File: src/rtl/uart_rx_oversampler.sv
// ---------------------------------------------------------------------------
// uart_rx_oversampler
//
// Receive front end for the UART RX path. The block synchronises the raw
// serial line, looks for the falling edge of a start bit, and then runs an
// oversampling edge counter that frames every bit period. The counter drives
// a bit tick for the controller's bit counter and a 3-sample majority vote
// (with a disagreement flag) for the parity/start/stop checkers and the
// deserializer.
//
// Ports
//   clk                 system clock, rising edge
//   rst                 asynchronous active-high reset
//   RX_IN               raw serial line (idle high, asynchronous to clk)
//   Prescale            oversampling ratio, latched when a start is detected
//   sampler_en          run permission from the RX controller
//   start_bit_detector  1-cycle pulse in the start-detection cycle
//   BIT_TICK            1-cycle pulse on the last oversample edge of a bit
//   sampled_bit         majority-voted bit value (held between updates)
//   sample_valid        1-cycle pulse when sampled_bit/noise_flag update
//   noise_flag          the three samples of the last voted bit disagreed
// ---------------------------------------------------------------------------
module uart_rx_oversampler #(
  parameter int PRESCALE_W = 6
) (
  input  logic                  clk,
  input  logic                  rst,
  input  logic                  RX_IN,
  input  logic [PRESCALE_W-1:0] Prescale,
  input  logic                  sampler_en,
  output logic                  start_bit_detector,
  output logic                  BIT_TICK,
  output logic                  sampled_bit,
  output logic                  sample_valid,
  output logic                  noise_flag
);

  typedef enum logic [1:0] {
    HUNT  = 2'd0,
    ARMED = 2'd1,
    RUN   = 2'd2
  } state_e;

  localparam logic [PRESCALE_W-1:0] ONE   = PRESCALE_W'(1);
  localparam logic [PRESCALE_W-1:0] P_MIN = PRESCALE_W'(4);
  localparam logic [PRESCALE_W-1:0] P_RST = PRESCALE_W'(8);

  // -------------------------------------------------------------------------
  // Line synchroniser. rx_s is the metastability-safe copy of the line and
  // rx_d is its one-cycle history used for edge detection. Everything resets
  // to the idle (high) level so reset release never looks like a start.
  // -------------------------------------------------------------------------
  logic sync_q, rx_s_q, rx_d_q;

  always_ff @(posedge clk or posedge rst) begin
    if (rst) begin
      sync_q <= 1'b1;
      rx_s_q <= 1'b1;
      rx_d_q <= 1'b1;
    end else begin
      sync_q <= RX_IN;
      rx_s_q <= sync_q;
      rx_d_q <= rx_s_q;
    end
  end

  // -------------------------------------------------------------------------
  // State
  // -------------------------------------------------------------------------
  state_e                  state_q;
  logic [PRESCALE_W-1:0]   edge_cnt_q;
  logic [PRESCALE_W-1:0]   edge_cnt_d;
  logic [PRESCALE_W-1:0]   p_lat_q;
  logic                    s0_q, s1_q;
  logic                    sampled_bit_q;
  logic                    sample_valid_q;
  logic                    noise_flag_q;

  // -------------------------------------------------------------------------
  // Decode of the edge counter against the latched ratio
  // -------------------------------------------------------------------------
  logic [PRESCALE_W-1:0] mid;
  logic [PRESCALE_W-1:0] last_edge;
  logic [PRESCALE_W-1:0] p_sel;
  logic                  active;
  logic                  fall_seen;
  logic                  at_last;
  logic                  at_s0, at_s1, at_s2;
  logic                  s2;
  logic                  vote_bit;
  logic                  vote_noise;

  assign mid       = p_lat_q >> 1;
  assign last_edge = p_lat_q - ONE;
  // Ratios below 4 cannot fit three samples plus a vote into one bit period.
  assign p_sel     = (Prescale < P_MIN) ? P_MIN : Prescale;

  assign active    = (state_q != HUNT);
  assign fall_seen = rx_d_q & ~rx_s_q;
  assign at_last   = (edge_cnt_q == last_edge);
  assign at_s0     = (edge_cnt_q == (mid - ONE));
  assign at_s1     = (edge_cnt_q == mid);
  assign at_s2     = (edge_cnt_q == (mid + ONE));

  // Third sample is taken straight from the line in the mid+1 cycle and the
  // vote is registered on the same clock edge, so the result is visible in
  // the edge mid+2 cycle (edge 0 of the next bit for the minimum ratio of 4).
  assign s2         = rx_s_q;
  assign vote_bit   = (s0_q & s1_q) | (s0_q & s2) | (s1_q & s2);
  assign vote_noise = (s0_q | s1_q | s2) & ~(s0_q & s1_q & s2);

  assign edge_cnt_d = at_last ? '0 : (edge_cnt_q + ONE);

  // -------------------------------------------------------------------------
  // Main FSM: start hunt, one-cycle arm window, bit-period counting, voting
  // -------------------------------------------------------------------------
  always_ff @(posedge clk or posedge rst) begin
    if (rst) begin
      state_q        <= HUNT;
      edge_cnt_q     <= '0;
      p_lat_q        <= P_RST;
      s0_q           <= 1'b1;
      s1_q           <= 1'b1;
      sampled_bit_q  <= 1'b1;
      sample_valid_q <= 1'b0;
      noise_flag_q   <= 1'b0;
    end else begin
      sample_valid_q <= 1'b0;

      // The first sample can land in the arm cycle for small ratios, so the
      // sample capture runs in every non-hunting state.
      if (active && at_s0) s0_q <= rx_s_q;
      if (active && at_s1) s1_q <= rx_s_q;

      case (state_q)
        HUNT: begin
          edge_cnt_q <= '0;
          if (fall_seen) begin
            // Detection cycle is edge 0 of the start bit.
            p_lat_q    <= p_sel;
            edge_cnt_q <= ONE;
            state_q    <= ARMED;
          end
        end

        ARMED: begin
          // Controller answers a start exactly one cycle after the pulse;
          // no answer means the start was rejected.
          if (sampler_en) begin
            edge_cnt_q <= edge_cnt_d;
            state_q    <= RUN;
          end else begin
            edge_cnt_q <= '0;
            state_q    <= HUNT;
          end
        end

        RUN: begin
          if (!sampler_en) begin
            // Abort wins over wrap and drops any half-collected vote.
            edge_cnt_q <= '0;
            state_q    <= HUNT;
          end else begin
            edge_cnt_q <= edge_cnt_d;
            if (at_s2) begin
              sampled_bit_q  <= vote_bit;
              noise_flag_q   <= vote_noise;
              sample_valid_q <= 1'b1;
            end
          end
        end

        default: begin
          edge_cnt_q <= '0;
          state_q    <= HUNT;
        end
      endcase
    end
  end

  // -------------------------------------------------------------------------
  // Outputs. Pulses are decoded from registered state only, so there is no
  // path from RX_IN to any output.
  // -------------------------------------------------------------------------
  assign start_bit_detector = (state_q == HUNT) & fall_seen;
  assign BIT_TICK           = active & at_last;
  assign sampled_bit        = sampled_bit_q;
  assign sample_valid       = sample_valid_q;
  assign noise_flag         = noise_flag_q;

endmodule

File: config.mk
export PLATFORM = sky130hd
export DESIGN_NAME = uart_rx_oversampler
export DESIGN_NICKNAME = d
export VERILOG_FILES = /design/src/rtl/uart_rx_oversampler.sv
export SDC_FILE = /design/constraint.sdc
export NUM_CORES = 1
export LEC_CHECK = 0
export BUFFER_PORTS_ARGS = -buffer_cell sky130_fd_sc_hd__buf_4
export CAP_MARGIN = 10
export CORE_ASPECT_RATIO = 1.4
export CORE_MARGIN = 10
export CORE_UTILIZATION = 60
export CTS_BUF_LIST = sky130_fd_sc_hd__clkbuf_16
export CTS_CLUSTER_SIZE = 20
export DETAILED_ROUTE_END_ITERATION = 7
export HOLD_SLACK_MARGIN = 0.02
export PLACE_DENSITY_LB_ADDON = 0.05
export RECOVER_POWER = 50
export SETUP_SLACK_MARGIN = 0.02
export SLEW_MARGIN = 10
export SYNTH_ARGS = -nofsm -noshare
export SYNTH_HDL_FRONTEND = slang
export SYNTH_SLANG_ARGS = --single-unit
File: constraint.sdc
create_clock -name clk -period 4.76 [get_ports clk]
set_input_delay 0.952 -clock clk [delete_from_list [all_inputs] [get_ports clk]]
set_output_delay 0.952 -clock clk [all_outputs]
set_load 0.02 [all_outputs]
* Word level (Yosys, flattened, before mapping) *
Cells that the tools add are included.

word-level totals
  input bits = 10
  flip-flop bits (word level) = 22
  word-level logic and storage cells = 58

operators by class
  reduce and logical (&&, ||, !) cells = 8
  magnitude comparators = 1
  mux-type cells = 12
  bitwise logic cells = 14
  add/sub/neg operators = 4
  equality and inequality tests = 8

operator list
  cell                   number
  $eq A6 B6 Y1           3
  $mux W6                3
  $pmux W6 S2            1
  $and A1 B1 Y1          8
  $add A5 B1 Y6 const B  1
  $add A6 B1 Y6 const B  1
  $eq A6 B5 Y1           1
  $lt A6 B3 Y1 const B   1
  $mux W2                3
  $pmux W2 S3            1
  $sub A5 B1 Y6 const B  1
  $sub A6 B1 Y6 const B  1
  $mux W1                4
  $ne A2 B2 Y1 const B   2
  $or A1 B1 Y1           4
  $reduce_and A2 Y1      2
  $reduce_and A3 Y1      1
  $eq A2 B1 Y1 const B   1
  $eq A2 B2 Y1 const B   1
  $logic_and A1 B1 Y1    2
  $logic_not A2 Y1       1
  $not A1 Y1             2
  $reduce_bool A2 Y1     1
  $reduce_or A2 Y1       1

* Logic depth before layout (Yosys ltp) *
Gate-level depths: netlist of the first run.

  depth after elaboration = 5
  gate-level depth with buffers = 8

* Worst setup path after synthesis of the first run *
No wires, ideal clock.

  path type = reg-to-output
  from = reg p_lat_q[2]
  to = out BIT_TICK
  arrival = 2.026 ns
  setup slack = 1.782 ns
  stages on the path, launching flop included = 8
  required time = 3.808 ns
  cell sequence = dfrtp_1 -> clkbuf_1 -> inv_1 -> ha_1 -> nor3b_1 -> nand2_1 -> xnor2_1 -> nor4_1

on the way
  word-level cells in the longest chain between the ends = 3

RTL lines
  what                    line  text
  start, declared         73    logic [PRESCALE_W-1:0] p_lat_q;
  start signal, assigned  140   p_lat_q <= p_sel;
  $sub A6 B1 Y6           94    assign last_edge = p_lat_q - ONE;
  $eq A6 B6 Y1            100   assign at_last = (edge_cnt_q == last_edge);
  $and A1 B1 Y1           186   assign BIT_TICK = active & at_last;
  end, declared           32    output logic BIT_TICK,

No other way between the ends.

* Worst setup path in the final report of the first run *
Ends and elaborated chain as after synthesis.

==> out/qor.txt, run 1 <==
Arr. time, crit path: 2190 ps
Clock transition at path regs: 60 ps
top post-synthesis cells by area: dfrtp_1 27%, dfstp_2 13%, xnor2_1 8.1%
placed wire-length estimate: 2.252 mm
Syn Inst Count: 146
Syn Area/Cell: 9.684 sq um
Root Buffer: clkbuf_16
TritonCTS clock tree: done
Worst-Margin Slew: 856.7 ps
port buffer count: 14
final clock skew: 1.609 ps
Reg area: 559.3 sq um
Hold Slack: 361.9 ps
routed length per instance: 16.14 um
count of pins over their slew limit: 0
fin crit period: 3147 ps
RSZ-0062 raised after global routing: false
Slowest-stage cell, CP: dfrtp_1
max_cap viols: 0
Net Sw Frac: 0.3875
biggest area consumer among synthesized cells: dfrtp_1
vias per cell: 5.939
fmax: 317.8 MHz
count leader, synth: dfrtp_1
critical-path cell list: inv_1 > ha_1 > nor3b_1 > nand2_1 > xnor2_1 > nor4_1 > buf_4
Boundary Pins: 15
FF+latch count, synth: 22
Int Pwr: 0.0006027 W
Critical Path RT: 3810 ps
via count: 1069
# diodes: 0
critical path class: reg -> out
Net count, final: 178
Post CTS Setup Buffer Count: 0
die area: 4725 sq um
multi-input logic area: 797.0 sq um
Post-CTS Resized: 0
Critical Path Sink Type: primary output
drt first pass iters: 4
GPL Wtd Cong: 0.8415
number of synthesized flops with an enable pin: 0
initial antenna violation count: 0
Top FF cell, synth: dfrtp_1
Rel. slew slack: 0.4240
Final Hold Fails: 0
vias in the first global route: 1069
Post-DRT Antenna Nets: 0
largest net degree at the start of global routing: 23
Synthesis Warnings: 0
Starting Density: 0.6420
CTS H-tree lvls: 1
Die Wd: 61.03 um
Reg power frac: 0.346
Clock Power Share: 0.236
row cnt: 20
fin util: 0.7375
DIE HEIGHT: 77.44 um
PwrDens: 605.8 nW/um^2
layout cells sized above 1: 0.1646
Lkg Pwr: 0.7057 nW
top cell type's share of synthesized area: 0.2655
remaining routing DRC violations: 0
# clock sinks: 22
Worst-Skew Late Latency: 250 ps
Core Box Area: 2202 sq um
Worst VDD drop: 0.4611 mV
part of the power in combinational logic: 0.418
Tightest Hold Check Type: reg -> reg
GR Overflow Total: 0
status: completed
cts hold-fix bufs: 0
Cell Area, Synth: 1414 sq um
gr usage total: 0.1318
Net Count, Synth: 165
CTS Buf Count: 3
NetSw: 0.0003813 W
Top delay family on crit path: simple AND/OR/NAND/NOR gates
Synth top cells by count: 15 x dfrtp_1, 14 x nor2_1, 13 x xnor2_1, 11 x nand2_1
Async SR Flop Fraction: 1.000
drt total wl: 2.905 mm
crit start category: flop
Crit path largest cell delay: 490 ps
WP buf/inv: 2
P&R area growth vs syn: 14.87%
worst-path fanout max: 11
Setup TNS: 0 ps
clock buffer depth: 2
post-synthesis sequential area ratio: 0.3956
post-synth cell types: 37
initial DRC count: 28
setup violators final: 0
crit share post-route: 0.6611
Layout fillers: 168
first-pass GRT wire length: 4.981 mm
## layer usage
| metal | wire length [um] | GRT usage | vias up |
|---|---|---|---|
| li1 | - | - | 523 |
| met1 | 1141 | 0.1368 | 515 |
| met2 | 1567 | 0.2338 | 22 |
| met3 | 123 | 0.03094 | 9 |
| met4 | 73 | 0.05947 | 0 |
| met5 | 0 | 0 | - |
## power groups by stage
stage,logic [W],clock network [W],registers [W]
2_1_floorplan,0.000347,0,0.000303
3_3_place_gp,0.000394,0,0.000337
3_5_place_dp,0.000409,0,0.000341
4_1_cts,0.000414,0.000237,0.000338
5_1_grt,0.000462,0.000243,0.000350
6_report,0.000412,0.000232,0.000340
## flip-flops by register name, summed over array words and instances, names as in the netlist
signal / cells
edge_cnt_q: 6
state_q: 2
p_lat_q: 6
s1_q: 1
sampled_bit: 1
rx_d_q: 1
rx_s_q: 1
s0_q: 1
noise_flag: 1
sample_valid: 1
sync_q: 1
## area by class of cell
class	instances	share of cell area
clock buffer	3	0.04622
clock inverter	1	0.01849
inverter	9	0.02080
multi-input combinational	109	0.4908
sequential	22	0.3444
tap	22	0.01695
timing repair buffer	14	0.06240
## metrics by stage
| stage | area (sq um) | power (W) | setup slack, ps | cells |
|---|---|---|---|---|
| 4_1_cts | 1628 | 0.0009896 | 1649 | 180 |
| 3_5_place_dp | 1523 | 0.0007497 | 1989 | 176 |
| 3_3_place_gp | 1523 | 0.0007308 | 2084 | 176 |
| 5_1_grt | 1624 | 0.001055 | 1422 | 180 |
| 6_report | 1624 | 0.0009839 | 1613 | 180 |
| 2_1_floorplan | 1414 | 0.0006498 | 1782 | 146 |
## kinds of logic after synthesis
| logic type | after synthesis | synth area share |
|---|---|---|
| AOI/OAI and AO/OA | 18 | 0.09823 |
| DFF | 22 | 0.3956 |
| adders and majority gates | 10 | 0.08673 |
| xor gates and xnor gates | 22 | 0.1363 |
| muxes | 7 | 0.05576 |
| buffers and inverters | 15 | 0.04070 |
| and+or+nand+nor | 52 | 0.1867 |
## layout by cell type, fill, tap and decap left out, types with 2 or more instances in the layout
master | netlist | final
a21oi_1 | 3 | 3
and3_1 | 2 | 2
buf_4 | 0 | 11
clkbuf_16 | 0 | 3
clkbuf_4 | 0 | 2
dfrtp_1 | 15 | 15
dfstp_2 | 7 | 6
ha_1 | 9 | 9
inv_1 | 8 | 8
mux2_1 | 7 | 7
nand2_1 | 11 | 11
nand2b_1 | 2 | 2
nand3_1 | 8 | 8
nor2_1 | 14 | 14
nor2b_1 | 2 | 2
nor3_1 | 2 | 2
nor4_1 | 4 | 4
o21ai_0 | 1 | 2
o21ai_1 | 3 | 2
o31ai_1 | 4 | 4
xnor2_1 | 13 | 13
xor2_1 | 9 | 9
## path summary, 6_finish.rpt
kind / start / end / slack, ps / cells past startpoint
min: sync_q / rx_s_q / 360 / 0
max in group asynchronous: rst / edge_cnt_q[0] / 3400 / 2
max: p_lat_q[2] / BIT_TICK / 1610 / 7
max reg2reg: p_lat_q[2] / edge_cnt_q[0] / 2170 / 7
min in group asynchronous: rst / edge_cnt_q[4] / 860 / 2
min reg2reg: sync_q / rx_s_q / 360 / 0
(Power assumes the default switching activity.)
==> inputs of run 2 (changes only) <==
CORE_UTILIZATION = 52   (was 60)
clock period = 2.65 ns   (was 4.76 ns; I/O delays follow)
==> out/qor.txt, run 2 (same netlist as run 1, synthesis figures left out) <==
status: completed
fin cells: 196 (+8.9%)
Setup TNS: 0 ps (unchanged)
Clock transition at path regs: 60 ps (about the same)
via count: 1068 (-0.094%)
overall power: 0.001795 W (+82%)
initial DRC count: 20 (-29%)
DIE HEIGHT: 81.70 um (+5.5%)
Worst VDD drop: 0.6567 mV (+42%)
Boundary Pins: 15 (unchanged)
initial antenna violation count: 0 (unchanged)
port buffer count: 14 (unchanged)
die area: 5234 sq um (+11%)
crit start category: flop
clock buffer depth: 2 (unchanged)
placed wire-length estimate: 2.176 mm (-3.4%)
Die Wd: 64.07 um (+5.0%)
Net count, final: 180 (+1.1%)
# clock sinks: 22 (unchanged)
routed length per instance: 14.20 um (-12%)
max_cap viols: 0 (unchanged)
most common cell after layout, fill and taps aside: dfrtp_1
critical path class: reg -> out
GPL Wtd Cong: 0.8915 (+5.9%)
Post-DRT Antenna Nets: 0 (unchanged)
Critical Path RT: 2120 ps (-1690 ps)
P&R area growth vs syn: 17.96%
cts hold-fix bufs: 0 (unchanged)
vias in the first global route: 1082 (+1.2%)
vias per cell: 5.449 (-8.2%)
Tightest Hold Check Type: reg -> reg
commonest cells after routing, fill and taps aside: 15 x dfrtp_1, 14 x nor2_1, 14 x buf_4, 13 x xnor2_1, 11 x nand2_1
# placed instances: 192 (+9.1%)
fmax: 398.7 MHz
Final Hold Fails: 0 (unchanged)
Lkg Pwr: 0.7189 nW (+1.9%)
worst-path fanout max: 7 (-4)
drt first pass iters: 4 (unchanged)
drt total wl: 2.783 mm (-4.2%)
Rel. slew slack: 0.4562 (+0.03222)
first-pass GRT wire length: 4.885 mm (-1.9%)
CTS Buf Count: 3 (unchanged)
Root Buffer: clkbuf_16
CTS H-tree lvls: 1 (unchanged)
crit share post-route: 0.9466
Arr. time, crit path: 1980 ps (-210 ps)
setup violators final: 0 (unchanged)
largest registers: edge_cnt_q (6), p_lat_q (6), state_q (2)
Post CTS Setup Buffer Count: 0 (unchanged)
Critical Path Sink Type: primary output
gr usage total: 0.1154 (-0.01641)
TritonCTS clock tree: done
largest net degree at the start of global routing: 23 (unchanged)
Worst-Skew Late Latency: 260 ps (about the same)
PwrDens: 1076 nW/um^2 (+78%)
remaining routing DRC violations: 0 (unchanged)
fin crit period: 2508 ps
Worst-Margin Slew: 814.8 ps (-41.91 ps)
Starting Density: 0.5407 (-0.1014)
DP Worst Slack: 322.7 ps (-1666 ps)
row cnt: 22 (+10%)
layout cells sized above 1: 0.1938 (+0.02919)
final clock skew: 1.433 ps (-0.1768 ps)
GR Overflow Total: 0 (unchanged)
Core Box Area: 2615 sq um (+19%)
setup ws final: 141.5 ps (-1472 ps)
count of pins over their slew limit: 0 (unchanged)
# diodes: 0 (unchanged)
## run 2: report_power, final
group / internal, W / switching [W] / leakage [nW] / total, W
combinational: 0.000355 / 0.000418 / 0.400 / 0.000774
clock: 0.000300 / 0.000126 / 0.0511 / 0.000426
sequential: 0.000451 / 0.000144 / 0.268 / 0.000595
total: 0.00111 / 0.000688 / 0.719 / 0.00179
## run 2: path summary, 6_finish.rpt
kind	start	endpoint	slack [ps]	cells after the start
max in group asynchronous	rst	state_q[0]	1710	2
setup reg to reg	p_lat_q[3]	noise_flag	420	4
hold reg to reg	sync_q	rx_s_q	360	0
min in group asynchronous	rst	sample_valid	430	2
setup / recovery	p_lat_q[1]	BIT_TICK	140	7
hold / removal	sync_q	rx_s_q	360	0
## run 2: area by class of cell
class	count	area (sq um)
fillers	218	947.2
multi-input cells	109	804.5
flip-flops and latches	22	559.3
repair buffers	16	120.1
clock buffers	3	75.07
well taps	36	45.04
inverters	9	33.78
clock inverters	1	30.03
## run 2: routing by layer
metal  share of wire  vias to the layer above  track usage
li1                -                      528            -
met5               0                        -            0
met3           0.047                        7      0.02725
met4           0.026                        0      0.06579
met1            0.39                      509       0.1155
met2            0.53                       24       0.2146
## run 2: what timing repair did
action                                 in CTS  in global routing
setup endpoints to repair                   0                  1
gates resized for setup                     0                  2
endpoints found under the hold margin       0                  0
## run 2: worst max-delay path, cell delays in order (launching register included)
cell and delay, ps:
dfrtp_1 450, inv_1 150, ha_1 240, nor3b_2 260, nand2_1 100, xnor2_1 150, nor4_1 180, buf_4 190
## run 2: per-stage QoR
stage                 util  cell area, sq um  hold slack, ps
floorplan                -              1414           345.2
global placement    0.5947              1555           346.1
detailed placement  0.5947              1555           349.8
CTS                 0.6349              1660           358.8
global route        0.6378              1668           368.6
finish              0.6378              1668           361.0
